--- config.mk ---
export PLATFORM = sky130hd
export DESIGN_NAME = hazard_scoreboard_flat
export DESIGN_NICKNAME = d
export VERILOG_FILES = /design/src/rtl/hazard_scoreboard_pkg.sv /design/src/rtl/hazard_scoreboard_if.sv /design/src/rtl/hazard_scoreboard_sb_match.sv /design/src/rtl/hazard_scoreboard.sv /design/src/flat_wrapper.sv
export SDC_FILE = /design/constraint.sdc
export NUM_CORES = 1
export LEC_CHECK = 0
export ABC_AREA = 1
export ABC_CLOCK_PERIOD_IN_PS = 2000
export CAP_MARGIN = 20
export CORE_MARGIN = 2
export CORE_UTILIZATION = 49
export DETAILED_ROUTE_END_ITERATION = 8
export PLACE_DENSITY = 0.77
export SLEW_MARGIN = 20
export SYNTH_ARGS = -nofsm -noshare
export SYNTH_HDL_FRONTEND = slang
export SYNTH_SLANG_ARGS = --single-unit
--- constraint.sdc ---
create_clock -name cpu_clk -period 2 [get_ports cpu_clk]
set_clock_uncertainty 0.1 [all_clocks]
set_input_delay 0.2 -clock cpu_clk [delete_from_list [all_inputs] [get_ports cpu_clk]]
set_output_delay 0.2 -clock cpu_clk [all_outputs]
set_load 0.005 [all_outputs]
--- src/rtl/hazard_scoreboard_pkg.sv ---
// rtl/hazard_scoreboard_pkg.sv - shared encodings and scoreboard entry type
package hazard_scoreboard_pkg;

  localparam logic [1:0] WD_ALU = 2'd0;
  localparam logic [1:0] WD_RAM = 2'd1;
  localparam logic [1:0] WD_PC4 = 2'd2;
  localparam logic [1:0] WD_IMM = 2'd3;

  localparam int FWD_RF = 0;
  localparam int REG_W  = 5;

  typedef struct packed {
    logic             valid;
    logic [REG_W-1:0] wr;
    logic             is_load;
  } sb_entry_t;

endpackage

--- src/rtl/hazard_scoreboard_if.sv ---
// rtl/hazard_scoreboard_if.sv - ID-stage decode inputs and hazard outputs
interface hazard_scoreboard_if #(
  parameter int STAGES = 3,
  parameter int FW     = $clog2(STAGES + 1)
);
  logic              id_valid;
  logic [4:0]        id_rR1;
  logic              id_rR1_re;
  logic [4:0]        id_rR2;
  logic              id_rR2_re;
  logic [4:0]        id_wR;
  logic              id_rf_we;
  logic [1:0]        id_wd_sel;
  logic              flush;
  logic              hold;
  logic              stall;
  logic [FW-1:0]     fwd1_sel;
  logic [FW-1:0]     fwd2_sel;
  logic [STAGES-1:0] sb_valid;
  logic [31:0]       stall_cnt;

  modport master (
    output id_valid, id_rR1, id_rR1_re, id_rR2, id_rR2_re,
           id_wR, id_rf_we, id_wd_sel, flush, hold,
    input  stall, fwd1_sel, fwd2_sel, sb_valid, stall_cnt
  );

  modport slave (
    input  id_valid, id_rR1, id_rR1_re, id_rR2, id_rR2_re,
           id_wR, id_rf_we, id_wd_sel, flush, hold,
    output stall, fwd1_sel, fwd2_sel, sb_valid, stall_cnt
  );
endinterface

--- src/rtl/hazard_scoreboard_sb_match.sv ---
// rtl/hazard_scoreboard_sb_match.sv - youngest-entry match of one source operand
module hazard_scoreboard_sb_match
  import hazard_scoreboard_pkg::*;
#(
  parameter int STAGES = 3,
  localparam int IW    = $clog2(STAGES)
) (
  input  sb_entry_t [STAGES-1:0] entries_i,
  input  logic [REG_W-1:0]       rr_i,
  input  logic                   re_i,
  output logic                   hit_o,
  output logic [IW-1:0]          idx_o,
  output logic                   is_load_o
);

  // Scan oldest to youngest so the lowest matching index is left standing.
  always_comb begin
    hit_o     = 1'b0;
    idx_o     = '0;
    is_load_o = 1'b0;
    for (int k = STAGES - 1; k >= 0; k--) begin
      if (re_i && (rr_i != '0) && entries_i[k].valid && (entries_i[k].wr == rr_i)) begin
        hit_o     = 1'b1;
        idx_o     = IW'(k);
        is_load_o = entries_i[k].is_load;
      end
    end
  end

endmodule

--- src/rtl/hazard_scoreboard.sv ---
// rtl/hazard_scoreboard.sv - LA32R ID-stage interlock, forwarding select and stall counter
module hazard_scoreboard
  import hazard_scoreboard_pkg::*;
#(
  parameter int  STAGES   = 3,
  parameter int  FWD_EN   = 1,
  parameter int  LOAD_LAT = 1,
  localparam int FW       = $clog2(STAGES + 1)
) (
  input logic               cpu_clk,
  input logic               cpu_rstn,
  hazard_scoreboard_if.slave hz
);

  localparam int            IW  = $clog2(STAGES);
  localparam logic          FWD = (FWD_EN != 0);
  localparam logic [IW-1:0] LL  = IW'(LOAD_LAT);

  sb_entry_t [STAGES-1:0] sb_q, sb_d;
  logic [31:0]            stall_cnt_q, stall_cnt_d;

  logic          hit1, hit2, ld1, ld2, rdy1, rdy2, stall_w;
  logic [IW-1:0] idx1, idx2;

  hazard_scoreboard_sb_match #(.STAGES(STAGES)) u_match1 (
    .entries_i (sb_q),
    .rr_i      (hz.id_rR1),
    .re_i      (hz.id_rR1_re),
    .hit_o     (hit1),
    .idx_o     (idx1),
    .is_load_o (ld1)
  );

  hazard_scoreboard_sb_match #(.STAGES(STAGES)) u_match2 (
    .entries_i (sb_q),
    .rr_i      (hz.id_rR2),
    .re_i      (hz.id_rR2_re),
    .hit_o     (hit2),
    .idx_o     (idx2),
    .is_load_o (ld2)
  );

  // Load data only exists from entry LOAD_LAT onward; without forwarding nothing is ready.
  assign rdy1 = !hit1 || (FWD && (!ld1 || (idx1 >= LL)));
  assign rdy2 = !hit2 || (FWD && (!ld2 || (idx2 >= LL)));

  assign stall_w     = hz.id_valid && !hz.flush && (!rdy1 || !rdy2);
  assign hz.stall    = stall_w;
  assign hz.fwd1_sel = (FWD && hit1 && rdy1) ? (FW'(idx1) + FW'(1)) : FW'(FWD_RF);
  assign hz.fwd2_sel = (FWD && hit2 && rdy2) ? (FW'(idx2) + FW'(1)) : FW'(FWD_RF);
  assign hz.stall_cnt = stall_cnt_q;

  always_comb begin
    hz.sb_valid = '0;
    for (int k = 0; k < STAGES; k++) begin
      hz.sb_valid[k] = sb_q[k].valid;
    end
  end

  always_comb begin
    sb_d        = sb_q;
    stall_cnt_d = stall_cnt_q;
    if (!hz.hold) begin
      for (int k = STAGES - 1; k >= 1; k--) begin
        sb_d[k] = sb_q[k-1];
      end
      sb_d[0] = '0;
      // Only real, surviving register writers (never r0) occupy a slot.
      if (hz.id_valid && !stall_w && !hz.flush && hz.id_rf_we && (hz.id_wR != '0)) begin
        sb_d[0].valid   = 1'b1;
        sb_d[0].wr      = hz.id_wR;
        sb_d[0].is_load = (hz.id_wd_sel == WD_RAM);
      end
      if (stall_w && (stall_cnt_q != '1)) begin
        stall_cnt_d = stall_cnt_q + 32'd1;
      end
    end
  end

  always_ff @(posedge cpu_clk or negedge cpu_rstn) begin
    if (!cpu_rstn) begin
      sb_q        <= '0;
      stall_cnt_q <= '0;
    end else begin
      sb_q        <= sb_d;
      stall_cnt_q <= stall_cnt_d;
    end
  end

endmodule

--- src/flat_wrapper.sv ---
// flat-port wrapper written by rule: the top's interface ports become plain ports
module hazard_scoreboard_flat import hazard_scoreboard_pkg::*;
#(
  parameter int  STAGES   = 3,
  parameter int  FWD_EN   = 1,
  parameter int  LOAD_LAT = 1,
  localparam int FW       = $clog2(STAGES + 1)
)
  (cpu_clk, cpu_rstn, hz_id_valid, hz_id_rR1, hz_id_rR1_re, hz_id_rR2, hz_id_rR2_re, hz_id_wR, hz_id_rf_we, hz_id_wd_sel, hz_flush, hz_hold, hz_stall, hz_fwd1_sel, hz_fwd2_sel, hz_sb_valid, hz_stall_cnt);
  hazard_scoreboard_if #(.STAGES(STAGES)) hz_i ();
  input logic cpu_clk;
  input logic cpu_rstn;
  input wire logic [$bits(hz_i.id_valid)-1:0] hz_id_valid;
  input wire logic [$bits(hz_i.id_rR1)-1:0] hz_id_rR1;
  input wire logic [$bits(hz_i.id_rR1_re)-1:0] hz_id_rR1_re;
  input wire logic [$bits(hz_i.id_rR2)-1:0] hz_id_rR2;
  input wire logic [$bits(hz_i.id_rR2_re)-1:0] hz_id_rR2_re;
  input wire logic [$bits(hz_i.id_wR)-1:0] hz_id_wR;
  input wire logic [$bits(hz_i.id_rf_we)-1:0] hz_id_rf_we;
  input wire logic [$bits(hz_i.id_wd_sel)-1:0] hz_id_wd_sel;
  input wire logic [$bits(hz_i.flush)-1:0] hz_flush;
  input wire logic [$bits(hz_i.hold)-1:0] hz_hold;
  output wire logic [$bits(hz_i.stall)-1:0] hz_stall;
  output wire logic [$bits(hz_i.fwd1_sel)-1:0] hz_fwd1_sel;
  output wire logic [$bits(hz_i.fwd2_sel)-1:0] hz_fwd2_sel;
  output wire logic [$bits(hz_i.sb_valid)-1:0] hz_sb_valid;
  output wire logic [$bits(hz_i.stall_cnt)-1:0] hz_stall_cnt;
  assign hz_i.id_valid = hz_id_valid;
  assign hz_i.id_rR1 = hz_id_rR1;
  assign hz_i.id_rR1_re = hz_id_rR1_re;
  assign hz_i.id_rR2 = hz_id_rR2;
  assign hz_i.id_rR2_re = hz_id_rR2_re;
  assign hz_i.id_wR = hz_id_wR;
  assign hz_i.id_rf_we = hz_id_rf_we;
  assign hz_i.id_wd_sel = hz_id_wd_sel;
  assign hz_i.flush = hz_flush;
  assign hz_i.hold = hz_hold;
  assign hz_stall = hz_i.stall;
  assign hz_fwd1_sel = hz_i.fwd1_sel;
  assign hz_fwd2_sel = hz_i.fwd2_sel;
  assign hz_sb_valid = hz_i.sb_valid;
  assign hz_stall_cnt = hz_i.stall_cnt;
  hazard_scoreboard #(.STAGES(STAGES), .FWD_EN(FWD_EN), .LOAD_LAT(LOAD_LAT)) u_core (.cpu_clk(cpu_clk), .cpu_rstn(cpu_rstn), .hz(hz_i));
endmodule
==> results of run 1 <==
==> stage by stage <==
stage	util [%]	hold slack (ps)	instance area, um2	std cells
CTS	71.14	200.6	5440	837
floorplan	-	-195.6	3822	583
detailed placement	67.65	3.260	5174	819
global placement	67.65	3.054	5174	819
global route	76.00	214.7	5812	848
finish	76.00	203.9	5812	848
==> power by group through the flow <==
stage          sequential, uW  clock [uW]  combinational, uW
2_1_floorplan            1130           0                140
3_3_place_gp             1130           0                347
3_5_place_dp             1130           0                350
4_1_cts                  1110         663                369
5_1_grt                  1120         701                439
6_report                 1120         651                403
==> routing by layer <==
metal  track usage (%)  vias to the layer above  part of all wire (%)
met5                 0                        -                     0
met2             48.77                      252                    44
met4             6.219                        0                   1.8
li1                  -                     2195                     -
met3             4.437                       26                    10
met1             48.98                     2169                    44
==> synthesized netlist by cell type, drive strengths merged <==
library cell | count | area, um2
nand2 | 231 | 887.1
nor2 | 73 | 281.5
inv | 56 | 210.2
dfrtp | 53 | 1326
nand4 | 44 | 281.5
o21ai | 26 | 130.1
nand3 | 24 | 125.1
xor2 | 24 | 210.2
nor3 | 12 | 60.06
buf | 9 | 72.56
clkbuf | 8 | 30.03
nor4 | 5 | 31.28
xnor2 | 5 | 43.79
a21oi | 3 | 26.28
ha | 3 | 37.54
a21boi | 1 | 7.510
and3 | 1 | 6.260
clkinv | 1 | 3.750
nand3b | 1 | 7.510
o21bai | 1 | 18.77
o41ai | 1 | 8.760
or4 | 1 | 7.510
==> cell families (layout without fill, tap and decap cells) <==
| logic type | after synthesis | in the layout | synth area share (%) |
|---|---|---|---|
| simple gates | 392 | 392 | 44.26 |
| buf+inv | 74 | 237 | 8.300 |
| flops | 53 | 53 | 34.78 |
| compound gates | 32 | 32 | 5.020 |
| xor+xnor | 29 | 29 | 6.660 |
| fa+ha+maj | 3 | 3 | 0.9844 |
==> cell type report <==
class,instances,area (um2)
Timing Repair Buffer,172,1577
Clock buffer,5,68.82
Inverter,57,214.0
Fill cell,624,1836
Clock inverter,3,21.27
Tap cell,102,127.6
Sequential cell,53,1331
Multi-Input combinational cell,456,2472
==> sequential cells by signal, indices dropped and copies added, names as in the netlist <==
name,flops
u_core.hz.sb_valid,3
u_core.sb_q,18
u_core.hz.stall_cnt,32
==> timing repair <==
item                                    4_1_cts  5_1_grt
hold buffers                                  1        0
cloned                                        0        4
gates resized for setup                      60       86
pin swaps                                    19       24
buffers inserted                             11        7
hold endpoints to repair                     38        0
endpoints found under the setup margin       44       44
==> worst min-delay path by stage <==
stage                     cells past startpoint                     to     start
after floorplan                               0  u_core.hz.sb_valid[0]  cpu_rstn
after global placement                        1         u_core.sb_q[5]  cpu_rstn
after detailed placement                      1         u_core.sb_q[5]  cpu_rstn
after CTS                                     2  u_core.hz.sb_valid[2]  cpu_rstn
after global routing                          2        u_core.sb_q[17]  cpu_rstn
final                                         2  u_core.hz.sb_valid[2]  cpu_rstn
==> summary.md, run 1 <==
| Metric | Value |
|---|---|
| Number of synthesized register bits | 53 |
| NetSw | 646.0 uW |
| FF-to-FF setup slack | -450 ps |
| Worst Tran Pin Value | between 500 and 600 ps |
| Avg Cell Area, Syn | 6.541 um2 |
| Nets | ~770 |
| WL/cell | 16.85 um |
| Power Total | roughly 2200 uW |
| Antenna Nets Post-Route | 0 |
| Startpoint types | flip-flop |
| Max Root-Sink Buffers | 2 |
| Min-Delay Path Class | in -> async |
| Synth cell types | 32 |
| Clk network pwr share | 30.0% |
| Run status | finished, violations left |
| Max Slew Vio Count | 0 |
| Violated checks | negative setup slack |
| H-tree levels | 2 |
| Logic gate share of total power | 18.6% |
| Slowest-stage cell, CP | dfrtp_2 |
| Total CTS buffers | 5 |
| Largest net degree at the start of global routing | 44 |
| First-pass GRT wire length | about 21,000 um |
| Sequential share of power | a little over 50% |
| Max IR drop VDD | around 330 uV |
| Maxcap violations | 0 |
| Share of layout cells above drive strength 1 | 30.70% |
| Largest stage delay on the critical path | 410 ps |
| CTS tree | built |
| DR iter-0 viols | roughly 480 |
| I/O Pins | 65 |
| Die ar. | 8505 um2 |
| Commonest cells after routing, fill and taps aside | nand2_1, buf_4, nor2_1 |
| Antenna cells | 0 |
| Placer Congestion | ~0.97 |
| Worst setup margin | -482.5 ps |
| Crit path from | u_core.sb_q[12] |
| Final worst-path cycle share | 124.1% |
| Vias per inst | around 5.5 |
| Critical-path cell list | buf_6 -> buf_4 -> nand2_1 -> nand2_1 -> nand3_1 -> nor2_1 -> nand3_1 -> buf_6 -> nand3_4 -> ha_4 -> nand2_4 -> a21oi_4 -> buf_2 |
| Clk Latency, worst-skew pair | ~320 ps |
| Reg2Reg Depth | 18 |
| Worst-path clk slew | roughly 100 ps |
| Lkg Pwr | 0.002793 uW |
| Max FO, Critical Path | 3 |
| Vias | 4,642 |
| Sw frac | 29.79% |
| CTS root buf | clkbuf_8 |
| # DRC | 0 |
| Crit path depth | 13 |
| Setup TNS | -18,800 ps |
| F_max | 0.4028 GHz |
| Hpwl dp | approximately 10,000 um |
| Seq/Total Area, Yosys | 34.78% |
| Worst Setup End Kind | primary output |
| P_int | 1523 uW |
| Crit path buf inv count | 4 |
| Ys Warns | 0 |
| Cell area after synthesis | about 3800 um2 |
| Syn nets | 611 |
| Vias in the first global route | ~4,400 |
| Worst setup endpoint | hz_stall |
| Finish-stage setup viols | 44 |
| Worst flop-to-flop path startpoint | u_core.sb_q[3] |
| Die width | just over 90 um |
| PD cells | ~370 nW/um2 |
| RSZ-0062 raised after global routing | true |
| CORE AREA | around 7600 um2 |
| Worst path top cell family by delay | simple AND/OR/NAND/NOR gates |
| GRT Total Usage | between 30% and 40% |
| Tmin final | 2482 ps |
| # rows | 32 |
| Die Height | 92.22 um |
| Router iterations before antenna repair | 7 |
| Layout area overhead | 52.39% |
| Most common cell after layout, fill and taps aside | nand2_1 |
| Hold Vio Cnt, Final | 0 |
| Grt ovf | 0 |
| Crit path DAT | 2180 ps |
| Cells after Synth | 583 |
| Critical path type | reg -> out |
| Initial antenna violation count | 0 |
| Slew HR | 63.80% |
| Reg2Reg Capture Point | u_core.hz.stall_cnt[19] |
| Pre-CTS setup slack | -949.7 ps |
| Routed Wire Length | about 14,000 um |
| CTS sink cnt | 53 |
| Initial Util | 49.87% |
| PortBufs | 64 |
| CP Data Required Time | 1700 ps |
(Power assumes the default switching activity.)
==> inputs of run 2 (changes only) <==
SETUP_SLACK_MARGIN = 0.5   (was default)
TNS_END_PERCENT = 1   (was default)
==> run 2 against run 1 <==
The run still ends with negative setup slack left. Fmax decreased by 3.1%. Clock-buffer cell count unchanged. Critical path depth unchanged. Design area decreased by 2.9%. Register-to-register slack about the same. Core utilization decreased by 2.2 points. Sequential power about the same. Sequential share of layout area increased by 0.73 points. Die area unchanged. Final cell count unchanged. Non-clock buffer count unchanged.
==> summary.md, run 2 (same netlist as run 1, synthesis figures left out) <==
| Metric | Value |
|---|---|
| Slew HR | 62.64% |
| Power Total | between 2000 and 2500 uW |
| Crit path depth | 13 |
| Critical path type | reg -> out |
| Commonest cells after routing, fill and taps aside | nand2_1, buf_4, nor2_1 |
| CP Data Required Time | 1700 ps |
| Hold Vio Cnt, Final | 0 |
| Violated checks | negative setup slack |
| Min-Delay Path Class | in -> async |
| Reg2Reg Capture Point | u_core.hz.stall_cnt[17] |
| Worst Setup End Kind | primary output |
| Crit path buf inv count | 4 |
| Lkg Pwr | 0.002935 uW |
| Largest stage delay on the critical path | 430 ps |
| Core Util, Final | about three quarters |
| Run status | finished, violations left |
| Total CTS buffers | 5 |
| Clk network pwr share | 34.7% |
| CTS tree | built |
| DR iter-0 viols | 463 |
| CTS root buf | clkbuf_8 |
| Worst flop-to-flop path startpoint | u_core.sb_q[4] |
| Crit path from | u_core.sb_q[4] |
| Logic gate share of total power | between 10% and 20% |
| P_int | 1657 uW |
| Largest net degree at the start of global routing | 33 |
| F_max | between 0.3 and 0.4 GHz |
| Crit path DAT | 2260 ps |
| Antenna Nets Post-Route | 0 |
| First-pass GRT wire length | 22,020 um |
| Worst setup endpoint | hz_stall |
| Max IR drop VDD | 485.4 uV |
| Grt ovf | 0 |
| Die width | 92.22 um |
| Nets | ~770 |
| Placer Congestion | about 0.97 |
| Tmin final | 2561 ps |
| Routed Wire Length | about 14,000 um |
| Router iterations before antenna repair | 7 |
| Maxcap violations | 0 |
| Finish-stage setup viols | 44 |
| Worst Tran Pin Value | 558.4 ps |
| PortBufs | 64 |
| CORE AREA | 7647 um2 |
| Hpwl dp | slightly above 10,000 um |
| Vias | 4,561 |
| Worst setup margin | -561.5 ps |
| Startpoint types | flip-flop |
| Vias in the first global route | 4,288 |
| # rows | 32 |
| # DRC | 0 |
| Max Root-Sink Buffers | 2 |
| I/O Pins | between 60 and 70 |
| Pre-CTS setup slack | -943.5 ps |
| Die ar. | 8505 um2 |
| Max Slew Vio Count | 0 |
| RSZ-0062 raised after global routing | true |
| NetSw | around 670 uW |
| Max FO, Critical Path | 3 |
| Clk Latency, worst-skew pair | 320 ps |
| GRT Total Usage | 33.36% |
| Vias per inst | 5.379 |
| Worst-path clk slew | 120 ps |
| Critical-path cell list | buf_6 -> nand2_1 -> nand2_1 -> nor2_2 -> nand3_2 -> nor2_4 -> nor2_4 -> inv_2 -> ha_2 -> inv_1 -> o21bai_4 -> a21oi_4 -> buf_2 |
| Sequential share of power | 48.0% |
| FF-to-FF setup slack | -460 ps |
| Worst path top cell family by delay | simple AND/OR/NAND/NOR gates |
| Slowest-stage cell, CP | dfrtp_1 |
| WL/cell | ~16 um |
| Initial Util | 49.87% |
| H-tree levels | 2 |
| Fin area | 5643 um2 |
| Antenna cells | 0 |
| Sw frac | 28.89% |
| Setup TNS | -18,550 ps |
| PD cells | 413.0 nW/um2 |
| DP Area | about 5200 um2 |
| Most common cell after layout, fill and taps aside | nand2_1 |
| Layout area overhead | 47.97% |
| Die Height | a little over 90 um |
| Max reg flops | 32 |
| Reg2Reg Depth | 15 |
| CTS sink cnt | 53 |
| Share of layout cells above drive strength 1 | between 20% and 30% |
| Initial antenna violation count | 0 |
| Final worst-path cycle share | 128.1% |
==> run 2: cell count changes in the layout (fill, tap and decap cells not counted), sizes merged <==
cell,delta
bufinv,+1
clkbuf,-2
clkinvlp,-1
dlymetal6s2s,+4
clkdlybuf4s50,-30
buf,+3
dlygate4sd2,+25
==> run 2: area by class of cell <==
cell class	instances	area, um2
inverters	57	214.0
multi-input cells	456	2335
flip-flops and latches	53	1334
clock inverters	3	50.05
fillers	624	2004
repair buffers	172	1514
clock buffers	5	68.82
well taps	102	127.6
==> run 2: worst min path at each step <==
stage,startpoint,end,slack [ps],cells after the start
2_1_floorplan,cpu_rstn,u_core.hz.sb_valid[0],-200,0
3_3_place_gp,cpu_rstn,u_core.sb_q[5],100,1
3_5_place_dp,cpu_rstn,u_core.sb_q[5],110,1
4_1_cts,cpu_rstn,u_core.hz.sb_valid[2],300,2
5_1_grt,cpu_rstn,u_core.hz.sb_valid[2],320,2
6_report,cpu_rstn,u_core.hz.sb_valid[2],280,2
==> run 2: stage by stage <==
| step | hold slack, ps | instances |
|---|---|---|
| final | 281.9 | 848 |
| after global routing | 323.9 | 848 |
| after CTS | 295.4 | 846 |
| after detailed placement | 109.0 | 819 |
| after global placement | 96.23 | 819 |
| after floorplan | -195.6 | 583 |
==> run 2: layer usage <==
layer	global-route usage, %	wire [um]	vias up
li1	-	-	2203
met1	52.25	6532	2121
met2	48.90	5917	221
met4	5.721	168	0
met5	0	0	-
met3	5.423	1243	16
==> run 2: what timing repair did <==
action / 4_1_cts / 5_1_grt
hold endpoints to repair: 18 / 0
pin swaps: 25 / 32
endpoints found under the setup margin: 79 / 54
hold buffers: 1 / 0
setup buffers: 18 / 2
resized for setup: 90 / 49
==> run 2: power groups by stage <==
stage / Clock (uW) / Combinational, uW / Sequential, uW
floorplan: 0 / 140 / 1130
global placement: 0 / 345 / 1130
detailed placement: 0 / 347 / 1140
CTS: 805 / 376 / 1110
global route: 835 / 440 / 1120
finish: 808 / 404 / 1120
==> inputs of run 3 (changes only) <==
CORE_UTILIZATION = 58   (was 49)
DONT_BUFFER_PORTS = 1   (was default)
PLACE_DENSITY = 0.75   (was 0.77)
==> run 3 against run 2 <==
Highest routed layer unchanged. Largest cell class unchanged. Combinational power decreased by 33%. Via count decreased by 4.5%. Critical path type unchanged. Hold slack got worse by 820 ps. The run ends with negative hold slack, negative setup slack left. Final cell count decreased by 13%.
==> summary.md, run 3 (same netlist as run 1, synthesis figures left out) <==
| Metric | Value |
|---|---|
| WL/cell | 17.51 um |
| Clk Latency, worst-skew pair | about 320 ps |
| Worst flop-to-flop path startpoint | u_core.sb_q[2] |
| Commonest cells after routing, fill and taps aside | nand2_1, buf_4, nor2_1 |
| DP Area | 4348 um2 |
| Vias per inst | 5.927 |
| Crit path from | u_core.sb_q[1] |
| GRT Total Usage | 35.59% |
| Maxcap violations | 0 |
| Die ar. | 7240 um2 |
| Share of layout cells above drive strength 1 | 20.52% |
| FF-to-FF setup slack | -400 ps |
| Slew HR | between 30 and 40% |
| Violated checks | negative hold slack, negative setup slack |
| # DRC | 0 |
| Vias | between 4,000 and 5,000 |
| Core Util, Final | between 70% and 80% |
| Reg2Reg Capture Point | u_core.hz.stall_cnt[3] |
| Worst setup margin | -539.7 ps |
| Vias in the first global route | 4,248 |
| Max Root-Sink Buffers | 2 |
| Initial antenna violation count | 0 |
| Fin area | around 4700 um2 |
| Router iterations before antenna repair | 6 |
| Routed Wire Length | 12,870 um |
| DR iter-0 viols | roughly 240 |
| Worst Setup End Kind | primary output |
| Initial Util | 60.06% |
| Antenna cells | 0 |
| Worst Tran Pin Value | 1000 ps |
| Min-Delay Path Class | in -> async |
| Final worst-path cycle share | 127.0% |
| PortBufs | 0 |
| CTS root buf | clkbuf_8 |
| Routed wl met2 | roughly 6600 um |
| Startpoint types | flip-flop |
| Most common cell after layout, fill and taps aside | nand2_1 |
| Max FO, Critical Path | 3 |
| Placer Congestion | ~1.0 |
| First-pass GRT wire length | 20,040 um |
| CTS sink cnt | 53 |
| RSZ-0062 raised after global routing | true |
| Filler instances | 527 |
| Critical path type | reg -> out |
| Area of the multi-input gates | 2287 um2 |
| Finish-stage setup viols | 44 |
| Storage cell area | 1326 um2 |
| Run status | finished, violations left |
| Total CTS buffers | 5 |
| Die width | approximately 85 um |
| F_max | 0.3938 GHz |
| Reg2Reg Depth | 16 |
| DR top layer | met4 |
| Antenna Nets Post-Route | 0 |
| Layout area overhead | 23.62% |
| # rows | 29 |
| Hold Vio Cnt, Final | between 50 and 60 |
| Lkg Pwr | 0.002343 uW |
| H-tree levels | 2 |
| Max IR drop VDD | 335.3 uV |
| WL met1 | 4578 um |
| CTS tree | built |
| Max reg flops | 32 |
| CP Data Required Time | 1700 ps |
| Nets | approximately 690 |
| Largest net degree at the start of global routing | 54 |
| Worst-path clk slew | 100 ps |
| Hpwl dp | 9262 um |
| WL met3 | 948 um |
| Final hold slack | -533.4 ps |
| PD cells | around 420 nW/um2 |
| Max Slew Vio Count | 0 |
| Hold_buf cts | 6 |
| Pre-CTS setup slack | -353.6 ps |
| Tmin final | between 2000 and 3000 ps |
| I/O Pins | 65 |
| CORE AREA | approximately 6300 um2 |
| Setup TNS | -16,290 ps |
| Grt ovf | 0 |
| Crit path DAT | roughly 2200 ps |
| Die Height | 85.09 um |
## run 3: changes by cell type in the layout (fill, tap and decap cells not counted), moves of 5 or more
cell,before,now
dlymetal6s2s_1,6,0
buf_4,85,75
nand2_2,14,9
dlygate4sd2_1,28,0
buf_6,20,1
buf_2,5,0
dfrtp_1,47,53
clkdlybuf4s50_1,23,0
nand2_1,213,220
dfrtp_2,6,0
## run 3: stage by stage
stage / power [uW] / cells / hold slack, ps
2_1_floorplan: 1268 / 583 / -195.6
3_3_place_gp: 1346 / 710 / -194.8
3_5_place_dp: 1349 / 710 / -194.9
4_1_cts: 1970 / 734 / -543.3
5_1_grt: 2046 / 735 / -553.2
6_report: 1972 / 735 / -533.4
## run 3: worst max-delay path by stage
stage                               to  cells after the start
2_1_floorplan  u_core.hz.stall_cnt[20]                     17
3_3_place_gp    u_core.hz.stall_cnt[2]                     15
3_5_place_dp   u_core.hz.stall_cnt[29]                     15
4_1_cts                       hz_stall                     13
5_1_grt                       hz_stall                     13
6_report                      hz_stall                     14
## run 3: cell type report
class,instances,share of cell area (%)
multi-input cells,456,48.51
flip-flops and latches,53,28.13
repair buffers,86,15.21
inverters,57,4.538
well taps,77,2.044
clock buffers,5,1.460
clock inverters,1,0.1062
## run 3: what timing repair did
item / in CTS / in global routing
setup buffers: 12 / 1
hold endpoints to repair: 72 / 53
pin swaps: 15 / 6
endpoints found under the setup margin: 44 / 58
gates resized for setup: 25 / 20
## run 3: routing by layer
layer  up-vias  global-route usage [%]
li1       2022                       -
met1      2009                   39.56
met2       250                   62.78
met4         0                   21.36
met3        75                   6.712
met5         -                       0
## run 3: worst max-delay path, stage by stage (launching register included)
cell and delay [ps]:
dfrtp_1 400, inv_2 60, nand2_1 100, nand2_1 80
nor2_1 130, nand3_2 130, nor2_4 120, nor2_2 60
inv_1 60, ha_2 170, inv_2 30, o21bai_4 180
a21oi_4 200, buf_12 130, buf_6 80
## run 3: power by group
| group | switching [uW] | leakage (uW) | internal [uW] | total, uW |
|---|---|---|---|---|
| clock | 359 | 0.0000399 | 232 | 591 |
| sequential | 21.2 | 0.000735 | 1090 | 1110 |
| combinational | 159 | 0.00157 | 110 | 270 |
| total | 539 | 0.00234 | 1430 | 1970 |
